==> config.mk <==
export PLATFORM = sky130hd
export DESIGN_NAME = pipe_ctrl
export DESIGN_NICKNAME = d
export VERILOG_FILES = /design/src/rtl/pipe_ctrl.sv
export SDC_FILE = /design/constraint.sdc
export NUM_CORES = 1
export LEC_CHECK = 0
export BUFFER_PORTS_ARGS = -buffer_cell sky130_fd_sc_hd__buf_2
export CAP_MARGIN = 30
export CORE_MARGIN = 10
export CORE_UTILIZATION = 40
export DETAILED_ROUTE_END_ITERATION = 7
export HOLD_SLACK_MARGIN = 0.06
export PLACE_DENSITY_LB_ADDON = 0.05
export SLEW_MARGIN = 20
export SYNTH_ARGS = -nofsm -noshare
export SYNTH_HDL_FRONTEND = slang
export SYNTH_SLANG_ARGS = --single-unit
export TNS_END_PERCENT = 10
==> constraint.sdc <==
create_clock -name clk -period 6.5 [get_ports clk]
set_input_delay 0.975 -clock clk [delete_from_list [all_inputs] [get_ports clk]]
set_output_delay 0.975 -clock clk [all_outputs]
set_load 0.02 [all_outputs]
==> src/rtl/pipe_ctrl.sv <==
// rtl/pipe_ctrl.sv - hazard, halt and performance-count controller for the five-stage Y86 pipeline
module pipe_ctrl #(
  parameter int       CNT_W    = 32,
  parameter bit [2:0] STAT_AOK = 3'd1,
  parameter bit [2:0] STAT_HLT = 3'd2,
  parameter bit [2:0] STAT_ADR = 3'd3,
  parameter bit [2:0] STAT_INS = 3'd4
) (
  input  logic             clk,
  input  logic             reset,
  input  logic [3:0]       D_icode,
  input  logic [3:0]       d_srcA,
  input  logic [3:0]       d_srcB,
  input  logic [3:0]       E_icode,
  input  logic [3:0]       E_dstM,
  input  logic             e_Cnd,
  input  logic [3:0]       M_icode,
  input  logic [2:0]       m_stat,
  input  logic [3:0]       W_icode,
  input  logic [2:0]       W_stat,
  output logic             F_stall,
  output logic             D_stall,
  output logic             D_bubble,
  output logic             E_bubble,
  output logic             M_bubble,
  output logic             W_stall,
  output logic             set_cc,
  output logic             halted,
  output logic [1:0]       state,
  output logic [CNT_W-1:0] cycle_cnt,
  output logic [CNT_W-1:0] retire_cnt,
  output logic [CNT_W-1:0] lu_cnt,
  output logic [CNT_W-1:0] mp_cnt
);

  localparam logic [3:0] I_NOP    = 4'h1;
  localparam logic [3:0] I_MRMOVQ = 4'h5;
  localparam logic [3:0] I_OPQ    = 4'h6;
  localparam logic [3:0] I_JXX    = 4'h7;
  localparam logic [3:0] I_RET    = 4'h9;
  localparam logic [3:0] I_POPQ   = 4'hB;
  localparam logic [3:0] R_NONE   = 4'hF;

  localparam logic [CNT_W-1:0] CNT_ONE = {{(CNT_W-1){1'b0}}, 1'b1};
  localparam logic [CNT_W-1:0] CNT_MAX = {CNT_W{1'b1}};

  typedef enum logic [1:0] {
    ST_RUN    = 2'b00,
    ST_DRAIN  = 2'b01,
    ST_HALTED = 2'b10
  } state_t;

  state_t state_q;
  state_t state_d;

  logic lu;
  logic mp;
  logic rt;
  logic exc_m;
  logic exc_w;
  logic retire;
  logic cnt_en;

  // Any status other than AOK stops the machine; undefined codes are
  // treated as faults so the pipe never keeps running on a garbage status.
  function automatic logic is_fault(input logic [2:0] stat);
    logic f;
    case (stat)
      STAT_AOK:                     f = 1'b0;
      STAT_HLT, STAT_ADR, STAT_INS: f = 1'b1;
      default:                      f = 1'b1;
    endcase
    return f;
  endfunction

  // Saturating increment: counters stick at all-ones instead of wrapping.
  function automatic logic [CNT_W-1:0] sat_inc(input logic [CNT_W-1:0] v,
                                               input logic en);
    logic [CNT_W-1:0] r;
    if (en && (v != CNT_MAX)) r = v + CNT_ONE;
    else                      r = v;
    return r;
  endfunction

  // Hazard detection terms from the current stage fields.
  always_comb begin
    lu     = ((E_icode == I_MRMOVQ) || (E_icode == I_POPQ)) &&
             (E_dstM != R_NONE) &&
             ((E_dstM == d_srcA) || (E_dstM == d_srcB));
    mp     = (E_icode == I_JXX) && !e_Cnd;
    rt     = (D_icode == I_RET) || (E_icode == I_RET) || (M_icode == I_RET);
    exc_m  = is_fault(m_stat);
    exc_w  = is_fault(W_stat);
    retire = !is_fault(W_stat) && (W_icode != I_NOP);
    cnt_en = !reset && (state_q != ST_HALTED);
  end

  // Halt/exception state register.
  always_ff @(posedge clk or posedge reset) begin
    if (reset) state_q <= ST_RUN;
    else       state_q <= state_d;
  end

  // Next state and pipeline register controls; reset forces flush bubbles,
  // HALTED freezes every register except the bubbled E and M stages.
  always_comb begin
    state_d  = state_q;
    F_stall  = 1'b0;
    D_stall  = 1'b0;
    D_bubble = 1'b0;
    E_bubble = 1'b0;
    M_bubble = 1'b0;
    W_stall  = 1'b0;
    set_cc   = 1'b0;

    case (state_q)
      ST_RUN: begin
        if (exc_w)      state_d = ST_HALTED;
        else if (exc_m) state_d = ST_DRAIN;
      end
      ST_DRAIN: begin
        if (exc_w) state_d = ST_HALTED;
      end
      ST_HALTED: state_d = ST_HALTED;
      default:   state_d = ST_HALTED;
    endcase

    if (reset) begin
      D_bubble = 1'b1;
      E_bubble = 1'b1;
      M_bubble = 1'b1;
    end else if (state_q == ST_HALTED) begin
      F_stall  = 1'b1;
      D_stall  = 1'b1;
      E_bubble = 1'b1;
      M_bubble = 1'b1;
      W_stall  = 1'b1;
    end else begin
      // A load/use stall holds D, so it overrides the ret bubble there.
      F_stall  = lu || rt;
      D_stall  = lu;
      D_bubble = mp || (rt && !lu);
      E_bubble = mp || lu;
      M_bubble = exc_m || exc_w;
      W_stall  = exc_w;
      set_cc   = (E_icode == I_OPQ) && !exc_m && !exc_w;
    end
  end

  assign state  = state_q;
  assign halted = (state_q == ST_HALTED);

  // Cycle counter: the cycle that enters HALTED still counts.
  always_ff @(posedge clk or posedge reset) begin
    if (reset) cycle_cnt <= '0;
    else       cycle_cnt <= sat_inc(cycle_cnt, cnt_en);
  end

  // Retired-instruction counter; bubbles and real NOPs both look like NOP.
  always_ff @(posedge clk or posedge reset) begin
    if (reset) retire_cnt <= '0;
    else       retire_cnt <= sat_inc(retire_cnt, cnt_en && retire);
  end

  // Load/use stall counter.
  always_ff @(posedge clk or posedge reset) begin
    if (reset) lu_cnt <= '0;
    else       lu_cnt <= sat_inc(lu_cnt, cnt_en && lu);
  end

  // Mispredicted-branch counter.
  always_ff @(posedge clk or posedge reset) begin
    if (reset) mp_cnt <= '0;
    else       mp_cnt <= sat_inc(mp_cnt, cnt_en && mp);
  end

endmodule

== Word-level counts from Yosys, hierarchy flattened ==
Index checks and enable logic that the tools add are counted.
Word-level totals
  register bits: 130
  input port bits: 37
  output and inout bits: 138
  logic and storage cells: 79
Cells by class
  add/sub/neg operators: 4
  eq/ne operators: 22
  muxes and demuxes: 20
  reduce and logical (&&, ||, !) cells: 28
Operator list (number)
  adder 32 x 1 -> 32 bit (second input constant): 4
  != test 32 bit (second input constant): 4
  equality test 4 bit (second input constant): 4
  two-way mux 1 bit: 16
  logical AND 1 bit: 15
  equality test 4 x 3 -> 1 bit (second input constant): 3
  equality test 4 bit: 2
  logical OR 1 bit: 8
  equality test 3 x 1 -> 1 bit (second input constant): 2
  two-way mux 2 bit: 3
  != test 2 bit (second input constant): 2
  != test 4 x 1 -> 1 bit (second input constant): 1
  != test 4 bit (second input constant): 1
  one-hot mux 2 bit (2 select lines): 1
  logical NOT 1 bit: 3
  != test 3 bit (second input constant): 1
  equality test 2 x 1 -> 1 bit (second input constant): 1
  equality test 2 bit (second input constant): 1
  logical NOT 2 bit: 1
  AND reduction 2 bit: 1

== Depth between registers and ports, before layout ==
Gate-level depths: netlist of run 1.
  word-level depth: 9
  mapped depth: 7
  gate-level depth less buffers: 6

== Least setup slack after synthesis of run 1 ==
Ideal clock, no wire load.
  kind: input -> output
  start point: input reset
  end point: output D_bubble
  arrival: 5472 ps
  data required time: 5525 ps
  path slack: 53 ps
  stages on the path: 3
  buffers on the path: 1
  cells stage by stage: buf_2 clkinv_1 o21ai_0
Between the ends
  longest elaborated chain between the ends: 1
RTL lines
  from (decl): RTL line 10  | input logic reset,
  two-way mux 1 bit: RTL line 128  | if (reset) begin
  to (decl): RTL line 23  | output logic D_bubble,
No other way between the ends.

== Worst setup path in the final report of run 1 ==
  start point: input E_dstM[2]
  end point: output F_stall
Between the ends
  longest elaborated chain between the ends: 6
  elaborated cells on any way between the ends: 9
  those cells by class: eq/ne (3); mux (2); reduce/logical (4)
RTL lines
  from (decl): RTL line 15  | input logic [3:0] E_dstM,
  != test 4 bit or equality test 4 bit (tied branches): RTL line 88, 89
  logical AND 1 bit or logical OR 1 bit (tied branches): RTL line 87, 89
  logical AND 1 bit *: RTL line 88  | (E_dstM != R_NONE) &&
  logical OR 1 bit *: RTL line 140  | F_stall = lu || rt;
  two-way mux 1 bit *: RTL line 132  | end else if (state_q == ST_HALTED) begin
  two-way mux 1 bit *: RTL line 128
  to (decl): RTL line 21  | output logic F_stall,
Every way passes the cells marked *; elsewhere a longest branch is shown, timed or not.

==> results of run 1 <==
==> cell type report <==
cell class,count,share of cell area
Inverter,13,0.006436
Multi-Input combinational cell,472,0.3920
Sequential cell,130,0.3892
Clock buffer,21,0.05508
Clock inverter,11,0.01332
Timing Repair Buffer,179,0.1111
Tap cell,220,0.03293
==> metal layers <==
layer,routed length (um),GRT usage,up-vias
li1,-,-,2659
met1,7763,0.2011,2699
met2,8825,0.2710,128
met3,1163,0.05309,19
met4,274,0.06084,0
met5,0,0,-
==> power breakdown <==
group	total, mW	internal (mW)	switching (mW)
Clock	0.929	0.580	0.349
Sequential	0.811	0.810	0.000584
Combinational	0.0504	0.0181	0.0324
Total	1.79	1.41	0.382
==> placed cells by master, fill, tap and decap left out, types with 3 or more instances in the layout <==
| master | synthesis | routed |
|---|---|---|
| buf_4 | 0 | 4 |
| nor3_1 | 17 | 17 |
| and3_1 | 28 | 28 |
| and4_1 | 16 | 16 |
| a21oi_1 | 10 | 10 |
| nand4_1 | 68 | 68 |
| nor4bb_1 | 3 | 3 |
| inv_1 | 12 | 12 |
| mux2_2 | 4 | 4 |
| nand3_1 | 62 | 62 |
| dfrtp_1 | 130 | 130 |
| and2_1 | 12 | 12 |
| nor3b_1 | 4 | 4 |
| xnor2_1 | 112 | 112 |
| xor2_1 | 16 | 16 |
| buf_2 | 5 | 174 |
| nor2_1 | 30 | 30 |
| nor4_1 | 9 | 9 |
| clkbuf_16 | 0 | 17 |
| nor3_2 | 3 | 3 |
| nand2b_1 | 3 | 3 |
| nand2_1 | 38 | 38 |
| ha_1 | 4 | 4 |
| clkinv_2 | 0 | 7 |
==> cell families after synthesis <==
group	count (synthesis)	synth area share
fa+ha+maj	4	0.007550
xor+xnor	128	0.1691
flops	130	0.4908
simple gates	314	0.2820
buf+inv	26	0.01566
compound gates	22	0.02812
mux	4	0.006795
==> worst reg2reg max path, cell delays in order, from the launching register on <==
cell	delay, ns
dfrtp_1	0.36
nand2b_1	0.37
inv_1	0.27
nor4_4	0.83
nand3_1	0.39
nor3b_1	0.32
xor2_1	0.18
==> path summary, 6_finish.rpt <==
path	startpoint	cells past startpoint	endpoint	slack, ns
max in group asynchronous	reset	4	retire_cnt[13]	4.72
worst min-delay path	mp_cnt[6]	1	mp_cnt[6]	0.49
worst max register to register	state[0]	6	mp_cnt[30]	3.71
worst max-delay path	E_dstM[2]	7	F_stall	2.71
worst min register to register	mp_cnt[6]	1	mp_cnt[6]	0.49
min in group asynchronous	reset	2	mp_cnt[10]	0.65
==> registers in the layout, summed over array words and instances, names as in the netlist <==
register    cells
cycle_cnt      32
mp_cnt         32
lu_cnt         32
retire_cnt     32
state           2
==> stage by stage <==
| stage | worst slack, ns | utilization | hold WS [ns] | total power [mW] | cell area, um^2 |
|---|---|---|---|---|---|
| finish | 2.715 | 0.5095 | 0.4858 | 1.790 | 8359 |
| global route | 2.567 | 0.5095 | 0.5088 | 1.860 | 8359 |
| CTS | 2.733 | 0.5078 | 0.4849 | 1.813 | 8332 |
| detailed placement | 2.752 | 0.4730 | 0.4736 | 0.8753 | 7760 |
| global placement | 2.815 | 0.4730 | 0.4751 | 0.8736 | 7760 |
| floorplan | 0.05262 | - | 0.5937 | 0.8517 | 6629 |
==> metrics.csv, run 1 <==
metric,value,unit
outcome,finished clean,
synth_area_leaders,"dfrtp_1 (49%), xnor2_1 (15%), nand4_1 (6.4%), nand3_1 (4.7%), and3_1 (2.6%)",
rsz0062_at_grt,no,
grt_max_degree,104,
synth_seq_area_share,0.4908,
num_antenna_cells,0,
core_area,16410,um^2
synth_cell_types,47,
clkSinkCount,130,
antenna_found_initial,0,
cts_made_buffers,17,
fin_skew,0.006531,ns
seq_area,3253,um^2
path_clk_slew,0.05,ns
syn_inst,628,
yosysWarnings,0,
hold_violations,0,
ys_ff_latch,130,
drv_cap,0,
synth_edf_count,0,
fill_cells,1522,
yosysTopAreaCellShare,0.4908,
cts_tree,built,
root_buffer,clkbuf_16,
post_drt_wl_per_cell,17.23,um
leakage,3.979,nW
synthesis.nets,669,
tightest_slew,0.9853,ns
ant_nets,0,
dpl.cell_count,1013,
gp_congestion,0.8430,
h-tree-depth,4,
multiInputGateArea,3277,um^2
insertion_delay,0.41,ns
dp_hpwl,13.47,mm
syn2layout_area_growth,26.10,%
max_freq,264.2,MHz
crit_family,compound AO/OA/AOI/OAI gates,
syn-cell-area,6629,um^2
setup_viol,0,
holdBufCountCts,0,
powerDensity,214.2,nW/um^2
grt_usage,0.1658,
final_nets,854,
drtIter0Drc,250,
ir_worst_vdd,170.9,uV
vias,5505,
synth_flop_cell,dfrtp_1,
grt_overflow_total,0,
start_kind,input port,
die-area,22120,um^2
worstPathRequired,5.52,ns
yosysTopAreaCell,dfrtp_1,
drc,0,
postCtsSetupBuffers,0,
synth_common_cells,"dfrtp_1 (130), xnor2_1 (112), nand4_1 (68)",
worstPathArrival,2.81,ns
avgSynthCellArea,10.56,um^2
die_h,148.7,um
grt_pass1_vias,5716,
setup_tns,0,ns
slowest_delay,0.83,ns
maxSlewViolCount,0,
stdcell_count,1046,
rows,47,
path_buf_inv,2,
post_cts_resized,0,
path_cells,buf_2 -> xnor2_1 -> nand4_1 -> a21oi_1 -> nor2_1 -> a21oi_1 -> buf_2,
path_class,in -> out,
finalCritPeriodShare,0.5823,
firstDrtPassIters,4,
critPathCaptureType,output pin,
wirelength,18.03,mm
floorplan.initialDensity,0.4040,
cp_slowest_cell,a21oi_1,
io_buffer_count,174,
grt_pass1_wl,29.77,mm
slew_headroom,0.3431,
ys_async_sr_fraction,1.000,
die_x,148.7,um
post-synth-top-count-cell,dfrtp_1,
fin_crit,3.785,ns
hold_path_class,reg -> reg,
clockBufferDepth,2,
drive_gt1_frac,0.2821,
io_pins,175,
viasPerCell,5.263,
cp_max_fo,11,
Note: power is estimated with default switching activity, not from simulation.
==> run 2, diff against run 1 <==
Clock period 6.5 ns to 3.1 ns, I/O delays scaled along.
==> run 2 against run 1 <==
- setup slack worse by 2.2 ns
- die area stayed put
- clock skew is 0.0031 ns higher
- critical path depth is 1 lower
- core utilization is 0.47 points higher
- first-iteration DRC count is 12% higher
- clock-buffer cell count is 2 lower
- power is 110% higher
- cell count is 1.1% higher
- clock power is 110% higher
- routed wire length is 2.6% higher
- largest cell class unchanged
==> metrics.csv, run 2 (synthesized netlist as in run 1, its figures left out) <==
metric,value,unit
core_area,16410,um^2
fin_skew,0.009642,ns
grt_overflow_total,0,
holdBufCountCts,0,
antenna_found_initial,0,
setup_viol,0,
leakage,4.022,nW
floorplan.initialDensity,0.4040,
grt_pass1_wl,29.93,mm
hold_path_class,in -> async,
die_h,148.7,um
gp_congestion,0.8248,
drtIter0Drc,279,
worstPathArrival,2.09,ns
rows,47,
post_cts_resized,0,
io_pins,175,
grt_pass1_vias,5710,
cts_made_buffers,17,
max_freq,391.1,MHz
seq_area,3253,um^2
grt_max_degree,50,
path_clk_slew,0.06,ns
worstPathRequired,2.63,ns
dp_hpwl,13.88,mm
h-tree-depth,4,
start_kind,flip-flop,
insertion_delay,0.42,ns
rsz0062_at_grt,no,
clkSinkCount,130,
cp_slowest_cell,dfrtp_1,
postCtsSetupBuffers,0,
clockBufferDepth,2,
outcome,finished clean,
setup_tns,0,ns
firstDrtPassIters,4,
hold_violations,0,
cp_max_fo,9,
multiInputGateArea,3277,um^2
io_buffer_count,174,
fin_crit,2.557,ns
tightest_slew,0.7267,ns
finalCritPeriodShare,0.8247,
layout_common_cells,"buf_2 (174), dfrtp_1 (130), xnor2_1 (112)",
layout_commonest_cell,buf_2,
drive_gt1_frac,0.2936,
cts_tree,built,
post_drt_wl_per_cell,17.49,um
slowest_delay,0.36,ns
ir_worst_vdd,355.1,uV
r2r_cells,5,
syn2layout_area_growth,27.27,%
viasPerCell,5.234,
die-area,22120,um^2
num_antenna_cells,0,
wirelength,18.50,mm
path_class,reg -> out,
powerDensity,446.9,nW/um^2
power.total,3.770,mW
ant_nets,0,
grt_usage,0.1676,
drc,0,
die_x,148.7,um
slew_headroom,0.5118,
final_nets,866,
vias,5538,
critPathCaptureType,output pin,
fill_cells,1520,
maxSlewViolCount,0,
drv_cap,0,
path_cells,nand2b_1 -> inv_1 -> nor2_1 -> nand3_1 -> nor3_1 -> buf_2,
root_buffer,clkbuf_16,
run 2: cell types whose count changed in the layout (fill, tap and decap cells not counted), sizes merged:
cell / change
clkinvlp: +3
clkinv: -1
buf: +12
clkbuf: -2
run 2: cell type report:
class                           instances  share of cell area
Clock buffer                           19             0.05250
Multi-Input combinational cell        472              0.3884
Clock inverter                         13             0.01616
Sequential cell                       130              0.3856
Inverter                               13            0.006377
Tap cell                              220             0.03263
Timing Repair Buffer                  191              0.1183
run 2: layer usage:
layer  wire length (um)  track usage  up-vias
li1                   -            -     2681
met1               8418       0.2093     2703
met2               8711       0.2668      135
met3               1094      0.05461       19
met4                277      0.05986        0
met5                  0            0        -
run 2: where the power goes:
part / switching, mW / total [mW] / internal (mW)
Clock: 0.764 / 1.97 / 1.20
Combinational: 0.0678 / 0.104 / 0.0365
Sequential: 0.00131 / 1.70 / 1.70
run 2: worst paths after layout:
path / startpoint / end / slack (ns)
worst max-delay path: state[0] / set_cc / 0.54
worst min-delay path: reset / cycle_cnt[24] / 0.1
worst max register to register: lu_cnt[9] / lu_cnt[1] / 0.78
worst min register to register: retire_cnt[11] / retire_cnt[11] / 0.49
max in group asynchronous: reset / lu_cnt[9] / 2.09
min in group clk: W_stat[1] / state[1] / 0.34
run 2: worst max-delay path, delay by kind of cell, from the launching register on:
family / cells / cell delay, ns
AND/OR/NAND/NOR: 4 / 0.88
buffers and inverters: 2 / 0.43
flip-flops: 1 / 0.36
run 2: per-stage QoR:
stage | std cells | hold slack (ns) | worst slack, ns | cell area [um^2] | utilization
finish | 1058 | 0.09791 | 0.5434 | 8437 | 0.5142
global route | 1058 | 0.1148 | 0.3622 | 8437 | 0.5142
CTS | 1058 | 0.09162 | 0.4455 | 8437 | 0.5142
detailed placement | 1026 | 0.4832 | 0.7300 | 7858 | 0.4789
global placement | 1026 | 0.4744 | 0.7147 | 7858 | 0.4789
floorplan | 628 | 0.5937 | 0.3109 | 6634 | -
==> run 3, diff against run 2 <==
Clock period 3.1 ns to 2.1 ns, I/O delays scaled along.
==> run 3 against run 2 <==
- flip-flop and latch count unchanged
- first-iteration DRC count up 16%
- combinational power up 62%
- largest cell class unchanged
- sequential power up 48%
- sequential share of layout area down 1.5 points
- global-route usage up 0.094 points
- power up 59%
- worst hold slack worse by 0.0048 ns
- non-clock buffer count up 23
- via count up 1.7%
- clock skew down 0.0017 ns
==> metrics.csv, run 3 (synthesized netlist as in run 1, its figures left out) <==
metric,value,unit
crit_family,simple AND/OR/NAND/NOR gates,
timing.hold.ws,0.09311,ns
drc,0,
slew_headroom,0.4489,
syn2layout_area_growth,32.48,%
fin_skew,0.007949,ns
cts_tree,built,
slowest_delay,0.37,ns
floorplan.initialDensity,0.4040,
antenna_found_initial,1,
path_class,reg -> out,
critPathCaptureType,output pin,
start_kind,flip-flop,
insertion_delay,0.42,ns
layout_common_cells,"buf_2 (172), dfrtp_1 (130), xnor2_1 (112)",
max_freq,485.0,MHz
cts_made_buffers,17,
h-tree-depth,4,
die-area,22120,um^2
rsz0062_at_grt,yes,
io_pins,175,
drive_gt1_frac,0.3194,
ant_nets,0,
fill_cells,1488,
leakage,4.200,nW
path_clk_slew,0.05,ns
rows,47,
path_cells,nand2b_4 -> inv_1 -> buf_4 -> nor2_2 -> nand3_2 -> nor3_4 -> buf_6,
clkSinkCount,130,
cp_max_fo,6,
worstPathArrival,1.75,ns
cp_slowest_cell,dfrtp_1,
root_buffer,clkbuf_16,
hold_violations,0,
seq_area,3253,um^2
die_x,148.7,um
maxSlewViolCount,0,
powerDensity,681.1,nW/um^2
post_drt_wl_per_cell,16.90,um
vias,5632,
tightest_slew,0.8267,ns
worstPathRequired,1.78,ns
multiInputGateArea,3321,um^2
die_h,148.7,um
grt_pass1_wl,30.34,mm
placed_cell_area,8073,um^2
wirelength,18.27,mm
fin_area,8782,um^2
drtIter0Drc,325,
final_nets,889,
outcome,finished clean,
path_buf_inv,3,
finalCritPeriodShare,0.9819,
grt_max_degree,67,
ir_worst_vdd,530.7,uV
power.total,5.982,mW
clockBufferDepth,2,
layout_commonest_cell,buf_2,
io_buffer_count,174,
num_antenna_cells,0,
gp_congestion,0.8204,
core_area,16410,um^2
grt_overflow_total,0,
viasPerCell,5.210,
dp_hpwl,13.86,mm
setup_viol,0,
grt_pass1_vias,5836,
firstDrtPassIters,4,
path_depth,7,
r2r_cells,5,
grt_usage,0.1686,
hold_path_class,in -> async,
fin_crit,2.062,ns
drv_cap,0,
[run 3: cell types whose count changed in the layout (fill, tap and decap cells not counted), moves of 2 or more]
cell	before	now
buf_2	174	172
buf_4	17	39
bufinv_16	2	5
clkbuf_8	1	4
clkinv_2	4	2
clkinv_4	3	0
clkinvlp_4	4	2
nor3_1	17	15
[run 3: power breakdown]
part,switching [mW],internal [mW]
clock,1.07,2.23
combinational,0.106,0.0621
sequential,0.00238,2.51
[run 3: worst paths after layout]
path / slack (ns) / startpoint / to
setup / recovery: 0.04 / state[0] / set_cc
hold / removal: 0.09 / reset / cycle_cnt[3]
setup reg to reg: 0.17 / retire_cnt[2] / retire_cnt[29]
hold reg to reg: 0.48 / lu_cnt[27] / lu_cnt[27]
max in group asynchronous: 1.22 / reset / retire_cnt[18]
min in group clk: 0.24 / m_stat[2] / state[0]
[run 3: area by class of cell]
cell class | count | area share
Sequential cell | 130 | 0.3704
Timing Repair Buffer | 214 | 0.1361
Clock buffer | 23 | 0.05556
Multi-Input combinational cell | 472 | 0.3781
Inverter | 13 | 0.008548
Tap cell | 220 | 0.03134
Clock inverter | 9 | 0.01995
[run 3: timing repair]
action / CTS / global route
gates resized for setup: 5 / 4
hold endpoints to repair: 2 / 0
setup buffers: 0 / 0
gates cloned: 0 / 0
setup endpoints to repair: 3 / 21
pin swaps: 1 / 3
hold buffers: 1 / 0
[run 3: metal layers]
metal  part of all wire  routed length, um  track usage
met5            0.00071                 13            0
met4              0.015                282      0.05790
met3              0.068               1236      0.05704
met2               0.48               8839       0.2748
met1               0.43               7896       0.2045
[run 3: per-stage QoR]
step | instances | setup slack [ns] | setup TNS (ns) | util
after floorplan | 628 | 0.009805 | 0 | -
after global placement | 1048 | -0.002142 | -0.002142 | 0.4920
after detailed placement | 1048 | 0.02056 | 0 | 0.4920
after CTS | 1081 | 0.005430 | 0 | 0.5342
after global routing | 1081 | -0.09543 | -0.1995 | 0.5353
final | 1081 | 0.03800 | 0 | 0.5353
[run 3: worst register-to-register path, cell delays in order (launching register included)]
cell and delay [ns]:
dfrtp_1 0.44, and4_1 0.27, nand4_1 0.20, or4b_4 0.59, nor3_2 0.19, xor2_1 0.16
